## config.mk

```make
export PLATFORM = sky130hd
export DESIGN_NAME = pipe_stall_ctrl
export DESIGN_NICKNAME = d
export VERILOG_FILES = /design/src/rtl/spu_pipe_pkg.sv /design/src/rtl/sat_counter.sv /design/src/rtl/pipe_stall_ctrl.sv
export SDC_FILE = /design/constraint.sdc
export NUM_CORES = 1
export LEC_CHECK = 0
export ABC_AREA = 0
export CORE_MARGIN = 4
export CORE_UTILIZATION = 45
export DETAILED_ROUTE_END_ITERATION = 10
export PLACE_DENSITY = 0.73
export SLEW_MARGIN = 20
export SYNTH_ARGS = -nofsm -noshare
export SYNTH_HDL_FRONTEND = slang
export SYNTH_SLANG_ARGS = --single-unit
```

## constraint.sdc

```tcl
create_clock -name clk -period 2.3 [get_ports clk]
set_input_delay 0.345 -clock clk [delete_from_list [all_inputs] [get_ports clk]]
set_output_delay 0.345 -clock clk [all_outputs]
set_load 0.02 [all_outputs]
```

## src/rtl/spu_pipe_pkg.sv

```systemverilog
// spu_pipe_pkg: shared stall-controller state encoding, pipeline NOP encodings and counter sizing helper
package spu_pipe_pkg;
  typedef enum logic [1:0] {HOLD, RUN, LONG, FLUSH} stall_state_t;
  localparam logic [31:0] NOP_INSTR = 32'h0000_0013;
  localparam logic [15:0] NOP_CTRL = 16'h0000;
  function automatic int cnt_width(input int rh, input int fd, input int lw);
    int w;
    w = lw;
    if ($clog2(rh) > w) w = $clog2(rh);
    if ($clog2(fd) > w) w = $clog2(fd);
    return (w > 0) ? w : 1;
  endfunction
endpackage

```

## src/rtl/sat_counter.sv

```systemverilog
// sat_counter: W-bit up-counter, sync clear (clk, clear, en -> count), holds at all-ones
module sat_counter #(
  parameter int W = 16
) (
  input  logic         clk,
  input  logic         clear,
  input  logic         en,
  output logic [W-1:0] count
);
  logic [W-1:0] count_q, count_d;
  always_comb count_d = clear ? '0 : (en && !(&count_q)) ? count_q + 1'b1 : count_q;
  always_ff @(posedge clk) count_q <= count_d;
  assign count = count_q;
endmodule

```

## src/rtl/pipe_stall_ctrl.sv

```systemverilog
// pipe_stall_ctrl: hazard requests (Stall_Req, Flush_Req, LongOp_Start/Lat) -> PC/IFID/IDEX enables, Busy, saturating Stall_Cnt
module pipe_stall_ctrl
  import spu_pipe_pkg::*;
#(
  parameter int RESET_HOLD  = 4,
  parameter int FLUSH_DEPTH = 1,
  parameter int LAT_W       = 4,
  parameter int CNT_W       = 16
) (
  input  logic             clk,
  input  logic             Reset,
  input  logic             Stall_Req,
  input  logic             Flush_Req,
  input  logic             LongOp_Start,
  input  logic [LAT_W-1:0] LongOp_Lat,
  output logic             PC_Write,
  output logic             IFID_Write,
  output logic             IFID_Flush,
  output logic             IDEX_Bubble,
  output logic             Busy,
  output logic [CNT_W-1:0] Stall_Cnt
);
  localparam int CW = cnt_width(RESET_HOLD, FLUSH_DEPTH, LAT_W);
  stall_state_t state_q, state_d;
  logic [CW-1:0] cnt_q, cnt_d;
  logic hold, flush_o, stall_o, last;
  always_comb begin
    hold        = state_q == HOLD;
    flush_o     = state_q == FLUSH || (!hold && Flush_Req);
    stall_o     = !flush_o && (state_q == LONG || (state_q == RUN && Stall_Req));
    PC_Write    = !hold && !stall_o;
    IFID_Write  = !hold && !stall_o;
    IFID_Flush  = hold || flush_o;
    IDEX_Bubble = hold || flush_o || stall_o;
    Busy        = state_q != RUN;
    last        = cnt_q == '0;
    state_d     = state_q;
    cnt_d       = cnt_q - 1'b1;
    if (hold)
      state_d = last ? RUN : HOLD;
    else if (Flush_Req) begin
      state_d = (FLUSH_DEPTH > 1) ? FLUSH : RUN;
      cnt_d   = CW'(FLUSH_DEPTH - 2);
    end else if (state_q == RUN) begin
      if (LongOp_Start && |LongOp_Lat) begin
        state_d = LONG;
        cnt_d   = CW'(LongOp_Lat - 1'b1);
      end
    end else if (last)
      state_d = RUN;
    if (!Reset) begin
      state_d = HOLD;
      cnt_d   = CW'(RESET_HOLD - 1);
    end
  end
  always_ff @(posedge clk) begin
    state_q <= state_d;
    cnt_q   <= cnt_d;
  end
  sat_counter #(.W(CNT_W)) u_cnt (
    .clk  (clk),
    .clear(!Reset),
    .en   (!PC_Write && !hold),
    .count(Stall_Cnt)
  );
endmodule

```

==> results.yml <==
global_routing:
  antenna_found_initial: 0
  grt_pass1_vias: 1183
  grt_usage_pct: 18.1
  grt_pass1_wl_mm: 5.10
  grt_max_degree: 13
  grt_overflow_total: 0
yosys:
  seq_area_frac_synth_pct: 34.9
  synth_top_family_by_area: "simple AND/OR/NAND/NOR gates"
  synth_area_leaders: "dfxtp_1, xnor2_1, mux2i_1"
  synth_mux_area_share_pct: 5.54
  netlist_instances: 147
  yosys_warnings: 0
  synth-edff-count: 0
  synth_fa_ha_area_share_pct: 2.97
  synth_area_sq_um: 1260
  synth_fp_nets: 159
  synthDistinctLibCells: 42
  ys_ff_latch: 22
  synth_compound_area_share_pct: 15.1
  ys.flop_type: "dfxtp_1"
  yosysTopAreaCell: "dfxtp_1"
  synth_top_cell_area_share_pct: 34.9
  synth_xor_area_share_pct: 7.62
  synthArstFlopShare_pct: 0
  synth-simple-area-share_pct: 30.6
  post_synth.cell_area_avg_sq_um: 8.60
cells_and_area:
  multi_input_area_sq_um: 782
  fin_util_pct: 64.3
  syn2layout_area_growth_pct: 30.6
  nNetsFinal: 195
  antenna_cells: 0
  area.sequential_sq_um: 440
  drive_gt1_share_pct: 11.5
  nFillCells: 230
die:
  core-area_sq_um: 2570
  die-area_sq_um: 3720
  rows: 18
  io_pins: 30
  fp.dieH_um: 61.0
  die_x_um: 61.0
  initial_utilization_pct: 49.2
timing:
  finalHoldViolCount: 0
  skew_ns: 0.00680
  rsz0062_at_grt: "no"
  timing.final.crit_share_pct: 95.4
  max_slew_margin_pct: 69.7
  slew_violations: 0
  max_freq_mhz: 456
  fin_crit_ns: 2.20
  setup_tns_ns: 0
  worst_slew_pin_slew_ns: 0.453
  setup_viol: 0
clock_tree:
  clock-sinks: 22
  hold_buffers: 0
  cts_resized: 0
  cts_max_level: 1
  clockRootBuffer: "clkbuf_4"
  cts_tree: "built"
  clk_path_buf_depth: 2
  clock_latency_ns: 0.32
  postCtsSetupBuffers: 0
  numCtsBuffers: 3
  clk_pin_slew_worst_paths_ns: 0.12
flow_run:
  max_cap_violations: 0
power:
  power.total_mw: 0.806
  peakVddDrop_mv: 0.434
  p_per_area_nw_per_um2: 488
  p_leak_nw: 0.542
placed_design:
  place.gp.congestion: 0.780
  io_buffers: 29
  hpwl_mm: 2.23
run_status:
  status: "finished, final reports clean"
route:
  drc: 0
  drt_iter0_drc: 40
  drt_pass1_iterations: 4
  wl_mm: 2.86
  vias: 1187
  post_drt_wl_per_cell_um: 13.5
  postRouteAntennaNets: 0
  viasPerCell: 5.60
setup_path:
  crit_fanout: 6
  worstPathArrival_ns: 1.85
  cp.required_ns: 1.96
  setup.worst_path.class: "reg2out"
  endpoint_kind: "output port"
  start_kind: "flop"
hold_path:
  hold_path.class: "reg2reg"
[final timing paths]
kind / to / cells past startpoint / slack (ns) / startpoint
setup / recovery: IDEX_Bubble / 3 / 0.10 / state_q[1]
hold / removal: u_cnt.count[15] / 2 / 0.51 / u_cnt.count[15]
setup reg to reg: u_cnt.count[14] / 6 / 0.46 / u_cnt.count[0]
hold reg to reg: u_cnt.count[15] / 2 / 0.51 / u_cnt.count[15]
[critical path: stages (launching register included)]
cell	delay, ns
dfxtp_1	0.40
nand2b_1	0.24
or3_1	0.33
clkdlybuf4s50_1	0.55
[synthesized netlist by cell type (2+ instances only)]
master / count
dfxtp_1: 22
nor2_1: 17
nand2_1: 14
xnor2_1: 9
a21oi_1: 7
mux2i_1: 7
nand3_1: 7
a211oi_1: 6
inv_1: 6
nor3_1: 6
ha_1: 3
nor4_1: 3
o21ai_0: 3
clkbuf_1: 2
nand2b_1: 2
nand3_2: 2
nand4_1: 2
o31ai_1: 2
or3_1: 2
or4_1: 2
xor2_1: 2
[power breakdown]
group | leakage, nW | internal (mW) | total [mW] | switching, mW
logic | 0.343 | 0.0894 | 0.177 | 0.0878
clock network | 0.0210 | 0.0969 | 0.215 | 0.118
registers | 0.178 | 0.398 | 0.414 | 0.0162
[state kept, by name, summed over array words and instances (netlist names)]
register and cells:
u_cnt.count 16, cnt_q 4, state_q 2
[stage by stage]
stage	area, sq um	setup slack [ns]	hold WS, ns	instances
finish	1650	0.105	0.507	212
global route	1650	0.0192	0.571	212
CTS	1650	0.101	0.514	212
detailed placement	1610	0.117	0.496	208
global placement	1610	0.177	0.470	208
floorplan	1260	0.532	0.407	147
[layer usage]
| layer | routed length, um | GRT usage [%] | up-vias |
|---|---|---|---|
| met2 | 1430 | 31.1 | 28 |
| met1 | 1270 | 22.7 | 559 |
| met3 | 133 | 4.68 | 4 |
| met5 | 0 | 0 | - |
| met4 | 21 | 3.72 | 0 |
| li1 | - | - | 596 |
[area by class of cell]
type | count | area share [%]
Clock buffer | 4 | 2.20
Inverter | 7 | 1.59
Multi-Input combinational cell | 115 | 47.4
Sequential cell | 22 | 26.7
Tap cell | 30 | 2.27
Timing Repair Buffer | 34 | 19.9
[kinds of logic after synthesis]
| family | after synthesis |
|---|---|
| AND/OR/NAND/NOR | 68 |
| AO/OA/AOI/OAI | 26 |
| flip-flops | 22 |
| XOR/XNOR | 11 |
| buffers and inverters | 10 |
| multiplexers | 7 |
| adder cells (fa/ha/maj) | 3 |
[cell usage in the layout (no fill, tap or decap), types with 2 or more instances in the layout]
master and n:
o31ai_1 2, or3_1 2, clkdlybuf4s50_1 29, or4_1 2
buf_4 5, clkbuf_4 3, inv_1 6, xor2_1 2
nand2_1 14, a21oi_1 7, nor3_1 6, nand3_2 2
xnor2_1 9, dfxtp_1 22, a211oi_1 6, mux2i_1 7
nand2b_1 2, nor2_1 17, o21ai_0 3, nor4_1 3
nand4_1 2, ha_1 3, nand3_1 7
(Power assumes the default switching activity.)
==> RTL edit: new RTL, same flow settings <==
The 4 states of `stall_state_t` get a one-hot encoding in 4 bits.
--- a/src/rtl/spu_pipe_pkg.sv
+++ b/src/rtl/spu_pipe_pkg.sv
@@ -1,6 +1,6 @@
 // spu_pipe_pkg: shared stall-controller state encoding, pipeline NOP encodings and counter sizing helper
 package spu_pipe_pkg;
-  typedef enum logic [1:0] {HOLD, RUN, LONG, FLUSH} stall_state_t;
+  typedef enum logic [3:0] {HOLD = 4'b0001, RUN = 4'b0010, LONG = 4'b0100, FLUSH = 4'b1000} stall_state_t;
   localparam logic [31:0] NOP_INSTR = 32'h0000_0013;
   localparam logic [15:0] NOP_CTRL = 16'h0000;
   function automatic int cnt_width(input int rh, input int fd, input int lw);
Behaviour: same outputs for any inputs over 10 cycles, from zero or initial values and one cycle with Reset low; not proved beyond that.
==> RTL edit against the unedited design <==
Largest cell class unchanged. Area after synthesis increased by 12%. Wire length increased by 17%. First-iteration DRC count increased by 48%. Sequential cell count increased by 1. Cell count increased by 15%. Setup slack improved by 0.017 ns. Total power decreased by 8.8%. Final area increased by 9.3%. Clock skew about the same.
==> RTL edit: results (changes against the unedited design) <==
stage	metric	value	unit	change
run_status	status	completed		unchanged
yosys	Post-Syn Nets	175		was 159
drt	WL/cell	13.8	um	was 13.5 um
global_routing	Total Routing Usage GR	17.2	%	was 18.1%
worst_setup_path	critical path fanouts, max	5		was 6
drt	via count	1369		was 1,187
placement	Setup WS pre-CTS	0.0247	ns	was 0.117 ns
clock_network	htree depth	1		unchanged
layout	ant diodes	0		unchanged
yosys	Synth area leaders	dfxtp_1, a21oi_1, mux2i_1		was dfxtp_1, xnor2_1, mux2i_1
global_routing	largest net degree at the start of global routing	16		was 13
worst_hold_path	min-delay src	state_q[2]		was u_cnt.count[15]
yosys	synth cell count leaders	dfxtp_1, a21oi_1, inv_1		was dfxtp_1, nor2_1, nand2_1
global_routing	initial antenna violation count	0		unchanged
power	peak supply drop	0.000281	V	was 0.000434 V
worst_setup_path	Crit Path Class	in -> out		was reg -> out
worst_setup_path	R2R cell count	5		was 6
clock_network	clock root cell	clkbuf_4		unchanged
layout	Non-Filler Instances	243		was 212
global_routing	vias in the first global route	1345		was 1,183
layout	max FFs per register	16		unchanged
placement	post-DP HPWL	2510	um	was 2230 um
timing	Setup Skew	0.00682	ns	was 0.00680 ns
power	Lkg Pwr	0.683	nW	was 0.542 nW
placement	Post-DP Area	1780	sq um	was 1610 sq um
drt	DR iter-0 viols	59		was 40
yosys	sequential area share after synthesis	32.4	%	was 34.9%
yosys	distinct cell type count after synthesis	49		was 42
worst_setup_path	Worst setup startpoint	Flush_Req		was state_q[1]
layout	layout cells sized above 1	13.6	%	was 11.5%
clock_network	CTS Buf Count	3		unchanged
timing	Slew @ Worst Pin	0.687	ns	was 0.453 ns
placement	routability cong.	0.832		was 0.780
worst_setup_path	RR Startpoint	state_q[2]		was u_cnt.count[0]
worst_setup_path	crit path DAT	1.83	ns	was 1.85 ns
global_routing	first-pass GRT wire length	5840	um	was 5100 um
layout	Nets	212		was 195
placement	Port-buffer cells	29		unchanged
yosys	syn avg cell area	8.72	sq um	was 8.60 sq um
[RTL edit: path summary, 6_finish.rpt]
check | to | slack (ns)
worst max-delay path | IFID_Flush | 0.12
worst min-delay path | state_q[1] | 0.52
worst max register to register | u_cnt.count[8] | 0.51
worst min register to register | state_q[1] | 0.52
[RTL edit: metal layers]
layer / part of all wire [%] / global-route usage [%] / vias to the layer above
li1: - / - / 689
met1: 43 / 21.6 / 635
met2: 49 / 29.3 / 40
met3: 6.4 / 2.81 / 5
met4: 1.3 / 6.60 / 0
met5: 0 / 0 / -
[RTL edit: repair_timing]
action                                 4_1_cts  5_1_grt
endpoints found under the hold margin        0        0
resized for setup                            4        1
setup endpoints to repair                    2        2
hold buffers                                 0        0
[RTL edit: cells by family (layout without fill, tap and decap cells)]
logic type | after synthesis | in the layout | synth area share [%]
muxes | 7 | 7 | 5.02
AOI/OAI and AO/OA | 48 | 48 | 22.4
adders and majority gates | 3 | 3 | 2.64
and+or+nand+nor | 57 | 57 | 26.1
buffers and inverters | 20 | 56 | 8.27
xor gates and xnor gates | 5 | 5 | 3.08
DFF | 23 | 23 | 32.4
[RTL edit: worst max-delay path, cell delays in order]
cell and delay [ns]:
clkdlybuf4s50_1 0.62, inv_1 0.14, o21ai_0 0.10, clkdlybuf4s50_1 0.62
[RTL edit: layout make-up]
class	count	area (sq um)
Tap cell	44	55.1
Timing Repair Buffer	40	370
Fill cell	288	1220
Clock buffer	4	26.3
Multi-Input combinational cell	120	843
Inverter	12	45.0
Sequential cell	23	464
[RTL edit: report_power, final]
group | switching (mW) | leakage (nW) | internal (mW)
combinational | 0.0612 | 0.481 | 0.0609
sequential | 0.0117 | 0.186 | 0.408
clock | 0.125 | 0.0150 | 0.0679
total | 0.198 | 0.683 | 0.537
